--- src/rtl/multi_mode_hex_display.sv ---
// Board-level display controller: debounced keys drive a press counter, a pausable
// cycle counter and a lap snapshot; SW[9:8] picks which one is shown as hex digits.
module multi_mode_hex_display #(
    parameter int NUM_DIGITS      = 4,
    parameter int CNT_W           = 30,
    parameter int PRESS_W         = 16,
    parameter int DEBOUNCE_CYCLES = 500000
) (
    input  logic                    CLOCK_50,
    input  logic                    reset,
    input  logic [9:0]              SW,
    input  logic [3:0]              KEY,
    output logic [7*NUM_DIGITS-1:0] hex_segs,
    output logic [PRESS_W-1:0]      press_cnt,
    output logic                    running
);

    localparam int SRC_W = 4 * NUM_DIGITS;
    localparam int DB_W  = (DEBOUNCE_CYCLES > 1) ? $clog2(DEBOUNCE_CYCLES) : 1;
    localparam logic [DB_W-1:0] DB_LAST = DB_W'(DEBOUNCE_CYCLES - 1);
    localparam logic [DB_W-1:0] DB_ZERO = {DB_W{1'b0}};

    logic [3:0]            sync1_r;
    logic [3:0]            sync2_r;
    logic [3:0]            stable_r;
    logic [3:0]            stable_nxt_s;
    logic [3:0][DB_W-1:0]  db_cnt_r;
    logic [3:0][DB_W-1:0]  db_cnt_nxt_s;
    logic [3:0]            press_nxt_s;
    logic [3:0]            press_r;
    logic [CNT_W-1:0]      cnt_r;
    logic [SRC_W-1:0]      snap_r;
    logic [PRESS_W-1:0]    press_cnt_r;
    logic                  running_r;
    logic [SRC_W-1:0]      src_s;
    logic [7*NUM_DIGITS-1:0] hex_nxt_s;
    logic [7*NUM_DIGITS-1:0] hex_segs_r;

    // Active-low seven-segment font, bit order {g,f,e,d,c,b,a}.
    function automatic logic [6:0] hex_font(input logic [3:0] nib);
        case (nib)
            4'h0:    hex_font = 7'b1000000;
            4'h1:    hex_font = 7'b1111001;
            4'h2:    hex_font = 7'b0100100;
            4'h3:    hex_font = 7'b0110000;
            4'h4:    hex_font = 7'b0011001;
            4'h5:    hex_font = 7'b0010010;
            4'h6:    hex_font = 7'b0000010;
            4'h7:    hex_font = 7'b1111000;
            4'h8:    hex_font = 7'b0000000;
            4'h9:    hex_font = 7'b0010000;
            4'hA:    hex_font = 7'b0001000;
            4'hB:    hex_font = 7'b0000011;
            4'hC:    hex_font = 7'b1000110;
            4'hD:    hex_font = 7'b0100001;
            4'hE:    hex_font = 7'b0000110;
            4'hF:    hex_font = 7'b0001110;
            default: hex_font = 7'b1111111;
        endcase
    endfunction

    // Two-flop synchroniser for the asynchronous push buttons.
    always_ff @(posedge CLOCK_50) begin
        if (reset) begin
            sync1_r <= 4'b0000;
            sync2_r <= 4'b0000;
        end else begin
            sync1_r <= KEY;
            sync2_r <= sync1_r;
        end
    end

    // Per-key debounce: a disagreement must persist DEBOUNCE_CYCLES edges to be accepted.
    always_comb begin
        stable_nxt_s = stable_r;
        press_nxt_s  = 4'b0000;
        db_cnt_nxt_s = db_cnt_r;
        for (int k = 0; k < 4; k++) begin
            if (sync2_r[k] != stable_r[k]) begin
                if (db_cnt_r[k] == DB_LAST) begin
                    stable_nxt_s[k] = sync2_r[k];
                    press_nxt_s[k]  = stable_r[k];
                    db_cnt_nxt_s[k] = DB_ZERO;
                end else begin
                    db_cnt_nxt_s[k] = db_cnt_r[k] + DB_W'(1'b1);
                end
            end else begin
                db_cnt_nxt_s[k] = DB_ZERO;
            end
        end
    end

    // Debounce state and the registered one-cycle press pulses.
    always_ff @(posedge CLOCK_50) begin
        if (reset) begin
            stable_r <= 4'b1111;
            db_cnt_r <= {4{DB_ZERO}};
            press_r  <= 4'b0000;
        end else begin
            stable_r <= stable_nxt_s;
            db_cnt_r <= db_cnt_nxt_s;
            press_r  <= press_nxt_s;
        end
    end

    // Key actions; clear wins over lap and increment but a toggle still applies.
    always_ff @(posedge CLOCK_50) begin
        if (reset) begin
            running_r   <= 1'b1;
            cnt_r       <= {CNT_W{1'b0}};
            snap_r      <= {SRC_W{1'b0}};
            press_cnt_r <= {PRESS_W{1'b0}};
        end else begin
            running_r <= press_r[1] ? ~running_r : running_r;
            if (press_r[0]) begin
                cnt_r       <= {CNT_W{1'b0}};
                snap_r      <= {SRC_W{1'b0}};
                press_cnt_r <= {PRESS_W{1'b0}};
            end else begin
                cnt_r       <= running_r ? cnt_r + CNT_W'(1'b1) : cnt_r;
                // Only the displayed slice of the lap value is ever visible, so only it is kept.
                snap_r      <= press_r[2] ? cnt_r[CNT_W-1 -: SRC_W] : snap_r;
                press_cnt_r <= press_r[3] ? press_cnt_r + PRESS_W'(1'b1) : press_cnt_r;
            end
        end
    end

    // Display source select; SW is deliberately used without synchronisation.
    always_comb begin
        case (SW[9:8])
            2'b00:   src_s = SRC_W'(SW[7:0]);
            2'b01:   src_s = SRC_W'(press_cnt_r);
            2'b10:   src_s = cnt_r[CNT_W-1 -: SRC_W];
            default: src_s = snap_r;
        endcase
    end

    // Nibble i of the source drives digit i.
    always_comb begin
        hex_nxt_s = {(7*NUM_DIGITS){1'b1}};
        for (int i = 0; i < NUM_DIGITS; i++) begin
            hex_nxt_s[7*i +: 7] = hex_font(src_s[4*i +: 4]);
        end
    end

    // Registered segment drive, blank during reset.
    always_ff @(posedge CLOCK_50) begin
        if (reset) begin
            hex_segs_r <= {(7*NUM_DIGITS){1'b1}};
        end else begin
            hex_segs_r <= hex_nxt_s;
        end
    end

    assign hex_segs  = hex_segs_r;
    assign press_cnt = press_cnt_r;
    assign running   = running_r;

endmodule

--- config.mk ---
export PLATFORM = sky130hd
export DESIGN_NAME = multi_mode_hex_display
export DESIGN_NICKNAME = d
export VERILOG_FILES = /design/src/rtl/multi_mode_hex_display.sv
export SDC_FILE = /design/constraint.sdc
export NUM_CORES = 1
export LEC_CHECK = 0
export ABC_AREA = 0
export BUFFER_PORTS_ARGS = -buffer_cell sky130_fd_sc_hd__clkbuf_2
export CELL_PAD_IN_SITES_DETAIL_PLACEMENT = 0
export CELL_PAD_IN_SITES_GLOBAL_PLACEMENT = 1
export CORE_ASPECT_RATIO = 1.1
export CORE_MARGIN = 2
export CORE_UTILIZATION = 50
export CTS_CLUSTER_DIAMETER = 150
export DETAILED_ROUTE_END_ITERATION = 7
export GPL_TIMING_DRIVEN = 0
export MAX_ROUTING_LAYER = met4
export PLACE_DENSITY = 0.91
export SLEW_MARGIN = 25
export SYNTH_ARGS = -nofsm -noshare
export SYNTH_HDL_FRONTEND = slang
export SYNTH_SLANG_ARGS = --single-unit
--- constraint.sdc ---
create_clock -name CLOCK_50 -period 4.3 [get_ports CLOCK_50]
set_input_delay 0.645 -clock CLOCK_50 [delete_from_list [all_inputs] [get_ports CLOCK_50]]
set_output_delay 0.645 -clock CLOCK_50 [all_outputs]
set_load 0.02 [all_outputs]
==> results of run 1 <==
[through the flow]
step	setup WS (ns)	instances	area [um^2]
after floorplan	1.44	950	8620
after global placement	1.07	1241	9200
after detailed placement	1.06	1241	9200
after CTS	1.52	1272	9800
after global routing	1.34	1272	9800
final	1.47	1272	9800
[synth_stat cells, drive strengths merged, types with 2 or more instances]
| library cell | instances |
|---|---|
| a211oi | 3 |
| a21oi | 45 |
| a221o | 3 |
| a22oi | 8 |
| a31oi | 3 |
| and2 | 5 |
| and3 | 5 |
| and4 | 17 |
| buf | 14 |
| clkbuf | 29 |
| dfxtp | 183 |
| ha | 28 |
| inv | 33 |
| mux2 | 10 |
| mux2i | 31 |
| mux4 | 9 |
| nand2 | 58 |
| nand2b | 6 |
| nand3 | 46 |
| nand4 | 26 |
| nor2 | 113 |
| nor2b | 12 |
| nor3 | 14 |
| nor4 | 16 |
| nor4b | 9 |
| o211ai | 2 |
| o21ai | 37 |
| o21bai | 2 |
| o221ai | 7 |
| o311ai | 6 |
| o31a | 2 |
| o31ai | 20 |
| or2 | 4 |
| or3 | 30 |
| or3b | 3 |
| or4 | 26 |
| or4b | 2 |
| xnor2 | 49 |
| xor2 | 26 |
[routing by layer]
layer | part of all wire | GRT usage
met5 | 0 | -
met4 | 0.015 | 0.0641
met3 | 0.045 | 0.0498
met2 | 0.48 | 0.350
met1 | 0.46 | 0.278
[worst max-delay path by stage]
stage	from	to	slack, ns
after floorplan	SW[8]	hex_segs[24]$_SDFF_PP1_	1.44
after global placement	SW[8]	hex_segs[24]$_SDFF_PP1_	1.07
after detailed placement	SW[8]	hex_segs[24]$_SDFF_PP1_	1.06
after CTS	SW[8]	hex_segs[24]$_SDFF_PP1_	1.52
after global routing	SW[8]	hex_segs[24]$_SDFF_PP1_	1.34
final	SW[8]	hex_segs[24]$_SDFF_PP1_	1.47
[report_power, final]
group          switching, uW  internal (uW)
sequential              16.2           1730
clock                    664            918
combinational            114           63.4
[worst max-delay path, cell delays in order]
cell and delay [ns]:
buf_2 0.21, buf_2 0.32, mux2_2 0.37, a22oi_1 0.44
inv_1 0.16, ha_1 0.29, mux4_2 0.45, or2_1 0.24
[cell families (layout without fill, tap and decap cells)]
group | Yosys count | count (layout) | share of synthesized area
compound gates | 143 | 143 | 0.106
xor+xnor | 75 | 75 | 0.0762
fa+ha+maj | 28 | 28 | 0.0406
buf+inv | 76 | 164 | 0.0351
flops | 183 | 183 | 0.425
mux | 50 | 50 | 0.0725
simple gates | 395 | 395 | 0.245
[sequential cells by signal, summed over array words and instances (netlist names)]
signal	cells
db_cnt_r	76
cnt_r	30
hex_segs	28
press_cnt	16
snap_r	16
press_r	4
stable_r	4
sync1_r	4
sync2_r	4
running	1
[final cells by class]
type                            count  share of cell area
Multi-Input combinational cell    691               0.475
Buffer                             43              0.0183
Timing Repair Buffer               57              0.0291
Clock inverter                     10              0.0123
Clock buffer                       21              0.0490
Sequential cell                   183               0.374
Tap cell                          234              0.0299
Inverter                           33              0.0126
==> run_results.csv, run 1 <==
group,metric,value,unit
outcome,status,"finished, final reports clean",
floorplanning,initial_core_util,0.509,
detailed_routing,drtPass1Iterations,5,
setup_path,crit_arrival,3.14,ns
clocking,clock-root-buffer,"clkbuf_16",
setup_path,crit_fanout,10,
power,power,3500,uW
global_route,grt_pass1_wl,31400,um
power,powerDensity,357,nW/um^2
yosys,synth_top_area_frac,0.425,
setup_path,start_kind,"input port",
clocking,cts_hold_buffers,0,
detailed_routing,vias_per_cell,5.54,
timing,setup_viol,0,
yosys,ys_seq_area_frac,0.425,
yosys,synth_nets,994,
yosys,synth_area,8620,um^2
placed_design,port-buffer-count,57,
detailed_routing,drt_iter0_markers,304,
floorplanning,die-height,142,um
detailed_routing,drtAntennaViolNets,0,
yosys,syn_avg_cell_area,9.08,um^2
detailed_routing,drc,0,
yosys,synth_edf_count,0,
global_route,track_usage,0.219,
layout,layout_commonest_cell,"dfxtp_1",
worst_hold_path,hp-class,"in2reg",
yosys,postSynth.asyncResetShare,0,
clocking,tritoncts,"built",
clocking,cts-resized-gates,0,
timing,skew,0.00897,ns
power,peakVddDrop,287,uV
timing,period_needed,2.83,ns
global_route,antenna_found_initial,0,
layout,area_growth,13.7,%
clocking,clkLatencyLatePin,0.43,ns
layout,fin_nets,1070,
setup_path,critPathRequiredTime,4.61,ns
floorplanning,io_pins,61,
detailed_routing,wirelength,18900,um
clocking,cts_sinks,183,
placed_design,gp_congestion,0.943,
yosys,synth_top_area_cell,"dfxtp_1",
timing,tns,0,ns
floorplanning,row_count,50,
layout,regArea,3660,um^2
worst_hold_path,hold_end,"sync1_r[0]$_SDFF_PP0_",
setup_path,r2r-end,"hex_segs[24]$_SDFF_PP1_",
setup_path,crit_path_end_kind,"flop",
yosys,synth_cell_types,57,
detailed_routing,wl_per_cell,14.8,um
placed_design,hpwl,13600,um
floorplanning,coreArea,17000,um^2
floorplanning,dieWidth,129,um
timing,hold_ws,0.428,ns
yosys,yosys-top-cells-area,"dfxtp_1, xnor2_1, nor2_1",
layout,post-route-util,0.578,
global_route,grt_max_degree,17,
setup_path,reg2regPathDepth,6,
clocking,cts_buffers,17,
setup_path,r2r_start,"cnt_r[27]$_SDFFE_PP0P_",
layout,drive_gt1_frac,0.126,
power,total_leakage_power,0.00340,uW
timing,hold_violations,0,
detailed_routing,vias,7044,
yosys,ys_ff_latch,183,
layout,multi_input_area,4660,um^2
timing,slew_headroom,0.506,
timing,min_period_over_period,0.658,
yosys,syn_inst,950,
global_route,grt.overflow.total,0,
setup_path,reg2reg_slack,1.95,ns
yosys,ys_warn_count,0,
yosys,ys.flop_type,"dfxtp_1",
layout,mostFrequentLayoutCells,"dfxtp_1, nor2_1, nand2_1",
layout,fillerInstances,1528,
layout,diodes,0,
worst_hold_path,worstHoldStart,"KEY[0]",
worst_hold_path,min_delay_path_depth,2,
timing,timing.fmax,354,MHz
timing,rsz0062_at_grt,"no",
timing,drv_slew,0,
timing,worst_pin_slew,0.741,ns
global_route,grt_pass1_vias,6448,
setup_path,path_class,"in2reg",
clocking,clk_path_buf_depth,2,
clocking,cts_post_setup_buffers_inserted,0,
run,cap_violations,0,
floorplanning,dieArea,18300,um^2
clocking,cts.reportedPaths.clkPinSlew,0.07,ns
clocking,htreeDepth,4,
Note: power is estimated with default switching activity, not from simulation.
==> inputs of run 2 (changes only) <==
CORE_UTILIZATION = 47   (was 50)
PLACE_DENSITY = 0.86   (was 0.91)
clock period = 2.9 ns   (was 4.3 ns; I/O delays follow)
==> run 2 against run 1 <==
  * Wire length rose by 1.6%
  * Flip-flop and latch count unchanged
  * Clock skew hardly changed
  * Clock power rose by 63%
  * Critical path depth unchanged
  * Utilization down 2.6 points
  * Sequential share of layout area decreased by 0.22 points
  * Total power is 55% higher
  * Design area grew 0.59%
  * Combinational power increased by 48%
  * Sequential power grew 48%
==> run_results.csv, run 2 (synthesis results as in run 1) <==
group,metric,value,unit
detailed_routing,wirelength,19200,um
setup_path,start_kind,"input port",
layout,diodes,0,
global_route,grt_pass1_vias,6503,
detailed_routing,vias_per_cell,5.54,
timing,skew,0.00941,ns
placed_design,hpwl,13700,um
setup_path,path_class,"in2reg",
global_route,busiest_layer,"met2",
timing,setup_ws,0.259,ns
power,swShare,0.219,
layout,largest_register_ffs,76,
outcome,status,"finished, final reports clean",
clocking,cts_buffers,17,
layout,fin_nets,1070,
clocking,clkLatencyLatePin,0.44,ns
clocking,tritoncts,"built",
run,cap_violations,0,
clocking,clk_path_buf_depth,2,
power,seq_power_share,0.478,
floorplanning,io_pins,61,
layout,mostFrequentLayoutCells,"dfxtp_1, nor2_1, nand2_1",
global_route,grtUsageMet1,0.265,
setup_path,crit_fanout,10,
clocking,htreeDepth,4,
layout,finalNonFillerCells,1276,
power,total_leakage_power,0.00342,uW
layout,drive_gt1_frac,0.125,
global_route,grt_pass1_wl,31900,um
clocking,cts_hold_buffers,0,
clocking,cts_sinks,183,
power,power,5410,uW
clocking,cts-resized-gates,0,
floorplanning,die-height,146,um
setup_path,r2r-end,"db_cnt_r[67]$_SDFF_PP0_",
detailed_routing,drtAntennaViolNets,0,
global_route,grtUsageMet3,0.0455,
layout,area_growth,14.3,%
floorplanning,dieWidth,133,um
layout,regMostFlops,"db_cnt_r",
power,p_int,4230,uW
worst_hold_path,hp-class,"in2reg",
setup_path,r2r_start,"db_cnt_r[57]$_SDFF_PP0_",
setup_path,reg2reg_slack,0.56,ns
setup_path,crit_path_end_kind,"flop",
setup_path,timing.critical_path.from,"SW[8]",
setup_path,critPathRequiredTime,3.21,ns
floorplanning,coreArea,17900,um^2
timing,slew_headroom,0.460,
placed_design,port-buffer-count,57,
detailed_routing,wl_per_cell,15.0,um
timing,setup_viol,0,
global_route,track_usage,0.207,
placed_design,place_inst,1245,
global_route,grt.overflow.total,0,
power,switchingPower,1180,uW
placed_design,place_ws,-0.186,ns
clocking,cts_post_setup_buffers_inserted,0,
detailed_routing,drtPass1Iterations,5,
setup_path,crit_end,"hex_segs[24]$_SDFF_PP1_",
detailed_routing,drt_iter0_markers,440,
timing,worst_pin_slew,0.810,ns
timing,drv_slew,0,
floorplanning,row_count,51,
detailed_routing,vias,7072,
layout,layout_commonest_cell,"dfxtp_1",
layout,fillerInstances,1667,
timing,period_needed,2.64,ns
power,p_comb_frac,0.048,
global_route,grt_max_degree,17,
detailed_routing,drc,0,
setup_path,reg2regPathDepth,6,
global_route,gr-usage-met2,0.328,
timing,hold_violations,0,
floorplanning,initial_core_util,0.483,
clocking,cts.reportedPaths.clkPinSlew,0.07,ns
timing,rsz0062_at_grt,"no",
power,clkPwrFrac,0.474,
power,peakVddDrop,428,uV
setup_path,crit_arrival,2.96,ns
floorplanning,dieArea,19500,um^2
placed_design,gp_congestion,0.879,
timing,min_period_over_period,0.911,
global_route,antenna_found_initial,0,
timing,timing.fmax,379,MHz
clocking,clock-root-buffer,"clkbuf_16",
power,powerDensity,549,nW/um^2
## run 2: layer usage
| metal | part of all wire | up-vias |
|---|---|---|
| li1 | - | 3579 |
| met4 | 0.013 | 0 |
| met2 | 0.47 | 140 |
| met1 | 0.47 | 3336 |
| met5 | 0 | - |
| met3 | 0.047 | 17 |
## run 2: power groups by stage
stage,logic [uW],clock network (uW),registers (uW)
detailed placement,263,0,2640
finish,262,2570,2580
CTS,264,2610,2580
floorplan,148,0,2670
global placement,262,0,2640
global route,289,2720,2590
## run 2: through the flow
stage | utilization | setup TNS [ns] | hold slack (ns) | cell area [um^2]
3_5_place_dp | 0.515 | -0.186 | 0.429 | 9210
2_1_floorplan | - | 0 | 0.414 | 8620
4_1_cts | 0.552 | 0 | 0.208 | 9860
6_report | 0.552 | 0 | 0.223 | 9860
3_3_place_gp | 0.515 | -0.158 | 0.417 | 9210
5_1_grt | 0.552 | 0 | 0.235 | 9860
## run 2: area by class of cell
cell class,instances,area (um^2),share of cell area
clock inverter,11,196,0.0199
buffer,43,179,0.0181
sequential,183,3660,0.372
clock buffer,20,457,0.0463
timing repair buffer,57,285,0.0289
inverter,33,124,0.0126
tap,238,298,0.0302
multi-input combinational,691,4660,0.472
## run 2: critical path, stage by stage
cell and delay, ns:
buf_2 0.23, buf_2 0.32, mux2_2 0.38, a22oi_1 0.45
inv_1 0.16, ha_1 0.29, mux4_2 0.45, or2_1 0.24
## run 2: worst min-delay path by stage
stage,start,to,slack [ns],cells past startpoint
after global routing,KEY[1],sync1_r[1]$_SDFF_PP0_,0.23,2
after global placement,sync1_r[1]$_SDFF_PP0_,sync2_r[1]$_SDFF_PP0_,0.42,1
final,KEY[2],sync1_r[2]$_SDFF_PP0_,0.22,2
after detailed placement,sync1_r[3]$_SDFF_PP0_,sync2_r[3]$_SDFF_PP0_,0.43,1
after floorplan,sync1_r[0]$_SDFF_PP0_,sync2_r[0]$_SDFF_PP0_,0.41,1
after CTS,KEY[2],sync1_r[2]$_SDFF_PP0_,0.21,2
==> inputs of run 3 (changes only) <==
ABC_AREA = 1   (was 0)
CORE_UTILIZATION = 44   (was 47)
==> run 3 against run 2 <==
  * Largest power group unchanged
  * First-iteration DRC count increased by 14%
  * Clock power decreased by 9.7%
  * Critical path type unchanged
  * Flip-flop and latch count unchanged
==> run_results.csv, run 3 <==
group,metric,value,unit
outcome,status,"finished, final reports clean",
floorplanning,initial_core_util,0.448,
yosys,synth_top_area_cell,"dfxtp_1",
global_route,grt_pass1_vias,8085,
yosys,ys_warn_count,0,
run,cap_violations,0,
layout,regArea,3660,um^2
clocking,clock-root-buffer,"clkbuf_16",
detailed_routing,drc,0,
yosys,postSynth.asyncResetShare,0,
worst_hold_path,hp-class,"in2reg",
timing,hold_violations,0,
layout,fin_nets,1508,
setup_path,cpMostUsedCell,"a21oi_1",
floorplanning,die-height,158,um
power,total_leakage_power,0.00411,uW
yosys,yosys-top-cells-area,"dfxtp_1, nand2_1, nor2_1",
timing,min_period_over_period,0.643,
yosys,ys_ff_latch,183,
setup_path,reg2reg_slack,1.08,ns
layout,layout_commonest_cell,"nand2_1",
floorplanning,dieWidth,144,um
setup_path,start_kind,"input port",
layout,largest_register_ffs,76,
floorplanning,dieArea,22900,um^2
clocking,cts_hold_buffers,0,
yosys,synth_edf_count,0,
clocking,clk_path_buf_depth,2,
worst_hold_path,worstHoldStart,"KEY[1]",
layout,regMostFlops,"db_cnt_r",
setup_path,r2r-end,"hex_segs[22]$_SDFF_PP1_",
worst_hold_path,hold_end,"sync1_r[1]$_SDFF_PP0_",
layout,mostFrequentLayoutCells,"nand2_1, nor2_1, dfxtp_1",
yosys,yosysMostFrequentCell,"nand2_1",
worst_hold_path,min_delay_path_depth,3,
power,peakVddDrop,353,uV
timing,period_needed,1.87,ns
timing,slew_headroom,0.541,
detailed_routing,drt_iter0_markers,502,
setup_path,crit_arrival,2.17,ns
placed_design,gp_congestion,0.883,
clocking,cts_buffers,17,
detailed_routing,vias,8708,
clocking,clkLatencyLatePin,0.43,ns
detailed_routing,wirelength,23400,um
global_route,grt_max_degree,17,
setup_path,crit_family,"compound AO/OA/AOI/OAI gates",
layout,finalNonFillerCells,1766,
yosys,ys_seq_area_frac,0.384,
timing,tns,0,ns
detailed_routing,drtAntennaViolNets,0,
yosys,synth_top_area_frac,0.384,
layout,multi_input_area,5100,um^2
detailed_routing,wl_per_cell,13.2,um
setup_path,r2r_start,"press_cnt[12]$_SDFFE_PP0P_",
setup_path,slowest_delay,0.41,ns
detailed_routing,vias_per_cell,4.93,
yosys,synth_cell_types,45,
timing,setup_viol,0,
timing,worst_pin_slew,0.689,ns
layout,area_growth,13.0,%
floorplanning,coreArea,21300,um^2
setup_path,crit_fanout,10,
placed_design,port-buffer-count,59,
setup_path,path_class,"in2reg",
setup_path,critPathRequiredTime,3.21,ns
setup_path,timing.critical_path.from,"SW[8]",
placed_design,hpwl,17900,um
layout,diodes,0,
yosys,synth_commonest_cells,"nand2_1, nor2_1, dfxtp_1",
floorplanning,row_count,56,
setup_path,cp_num_cells,12,
global_route,antenna_found_initial,0,
clocking,cts-resized-gates,0,
global_route,track_usage,0.221,
setup_path,cp.buffers_inverters,4,
yosys,ys.flop_type,"dfxtp_1",
setup_path,crit_path_end_kind,"flop",
yosys,synth_area,9530,um^2
layout,drive_gt1_frac,0.115,
yosys,syn_inst,1386,
setup_path,path_cells,"clkbuf_2 -> buf_4 -> inv_4 -> nor2_4 -> nand2_1 -> o21ai_0 -> a21oi_1 -> ha_1 -> inv_1 -> nor2_1 -> a21oi_1 -> nand3_1",
global_route,grt.overflow.total,0,
placed_design,place_inst,1735,
clocking,cts.reportedPaths.clkPinSlew,0.07,ns
timing,skew,0.0105,ns
yosys,syn_avg_cell_area,6.88,um^2
clocking,cts_sinks,183,
timing,rsz0062_at_grt,"no",
detailed_routing,drtPass1Iterations,5,
timing,timing.fmax,536,MHz
yosys,synth_nets,1430,
clocking,tritoncts,"built",
setup_path,crit_slowest_cell,"a21oi_1",
timing,drv_slew,0,
power,powerDensity,491,nW/um^2
clocking,htreeDepth,4,
clocking,cts_post_setup_buffers_inserted,0,
floorplanning,io_pins,61,
layout,fillerInstances,2194,
global_route,grt_pass1_wl,38900,um
setup_path,reg2regPathDepth,8,
## run 3: changes by cell type in the layout (fill, tap and decap cells not counted), sizes merged, moves of 26 or more
cell / change
nor2: +104
nand3: +75
mux2i: -31
nand2: +284
or4: -26
or3: -30
inv: +132
o21ai: +30
nor3: +27
xnor2: -42
a21oi: +43
## run 3: per-stage QoR
| step | power [uW] | area (um^2) | setup slack (ns) | hold WS, ns | util |
|---|---|---|---|---|---|
| floorplan | 2910 | 9530 | 1.04 | 0.388 | - |
| global placement | 3020 | 10200 | 0.585 | 0.395 | 0.478 |
| detailed placement | 3030 | 10200 | 0.579 | 0.396 | 0.478 |
| CTS | 5350 | 10800 | 1.04 | 0.193 | 0.506 |
| global route | 5500 | 10800 | 0.856 | 0.210 | 0.506 |
| finish | 5290 | 10800 | 1.03 | 0.201 | 0.506 |
## run 3: cell families (layout without fill, tap and decap cells)
logic type / Yosys count / after routing / share of synthesized area
AOI/OAI and AO/OA: 176 / 176 / 0.105
xor gates and xnor gates: 30 / 30 / 0.0276
adders and majority gates: 28 / 28 / 0.0368
buffers and inverters: 190 / 280 / 0.0810
DFF: 183 / 183 / 0.384
and+or+nand+nor: 779 / 779 / 0.366
## run 3: worst max-delay path by stage
stage / to / slack [ns]
final: hex_segs[22]$_SDFF_PP1_ / 1.03
after global routing: db_cnt_r[12]$_SDFF_PP0_ / 0.86
after CTS: hex_segs[22]$_SDFF_PP1_ / 1.04
after detailed placement: hex_segs[22]$_SDFF_PP1_ / 0.58
after global placement: hex_segs[22]$_SDFF_PP1_ / 0.58
after floorplan: hex_segs[22]$_SDFF_PP1_ / 1.04
## run 3: power breakdown
part | internal [uW] | switching, uW | leakage (uW)
clock | 1310 | 1010 | 0.000278
combinational | 118 | 250 | 0.00235
sequential | 2570 | 31.4 | 0.00149
total | 4000 | 1290 | 0.00411
## run 3: worst reg2reg max path, stage by stage, from the launching register on
cell     delay, ns
dfxtp_1       0.38
nand2_1       0.13
o21ai_0       0.11
a21oi_1       0.41
ha_1          0.33
inv_1         0.06
nor2_1        0.04
a21oi_1       0.13
nand3_1       0.10
## run 3: per-layer routing
metal,GRT usage,routed length (um),vias up,part of all wire
met5,-,0,-,0
met4,0.0712,442,0,0.019
met3,0.0373,774,29,0.033
met2,0.370,11000,139,0.47
met1,0.272,11200,3919,0.48
li1,-,-,4621,-
## run 3: layout make-up
type / count / share of cell area
clock buffer: 20 / 0.0424
inverter: 166 / 0.0583
clock inverter: 11 / 0.0115
multi-input combinational: 1013 / 0.473
timing repair buffer: 59 / 0.0274
tap: 290 / 0.0337
buffer: 24 / 0.0134
sequential: 183 / 0.340
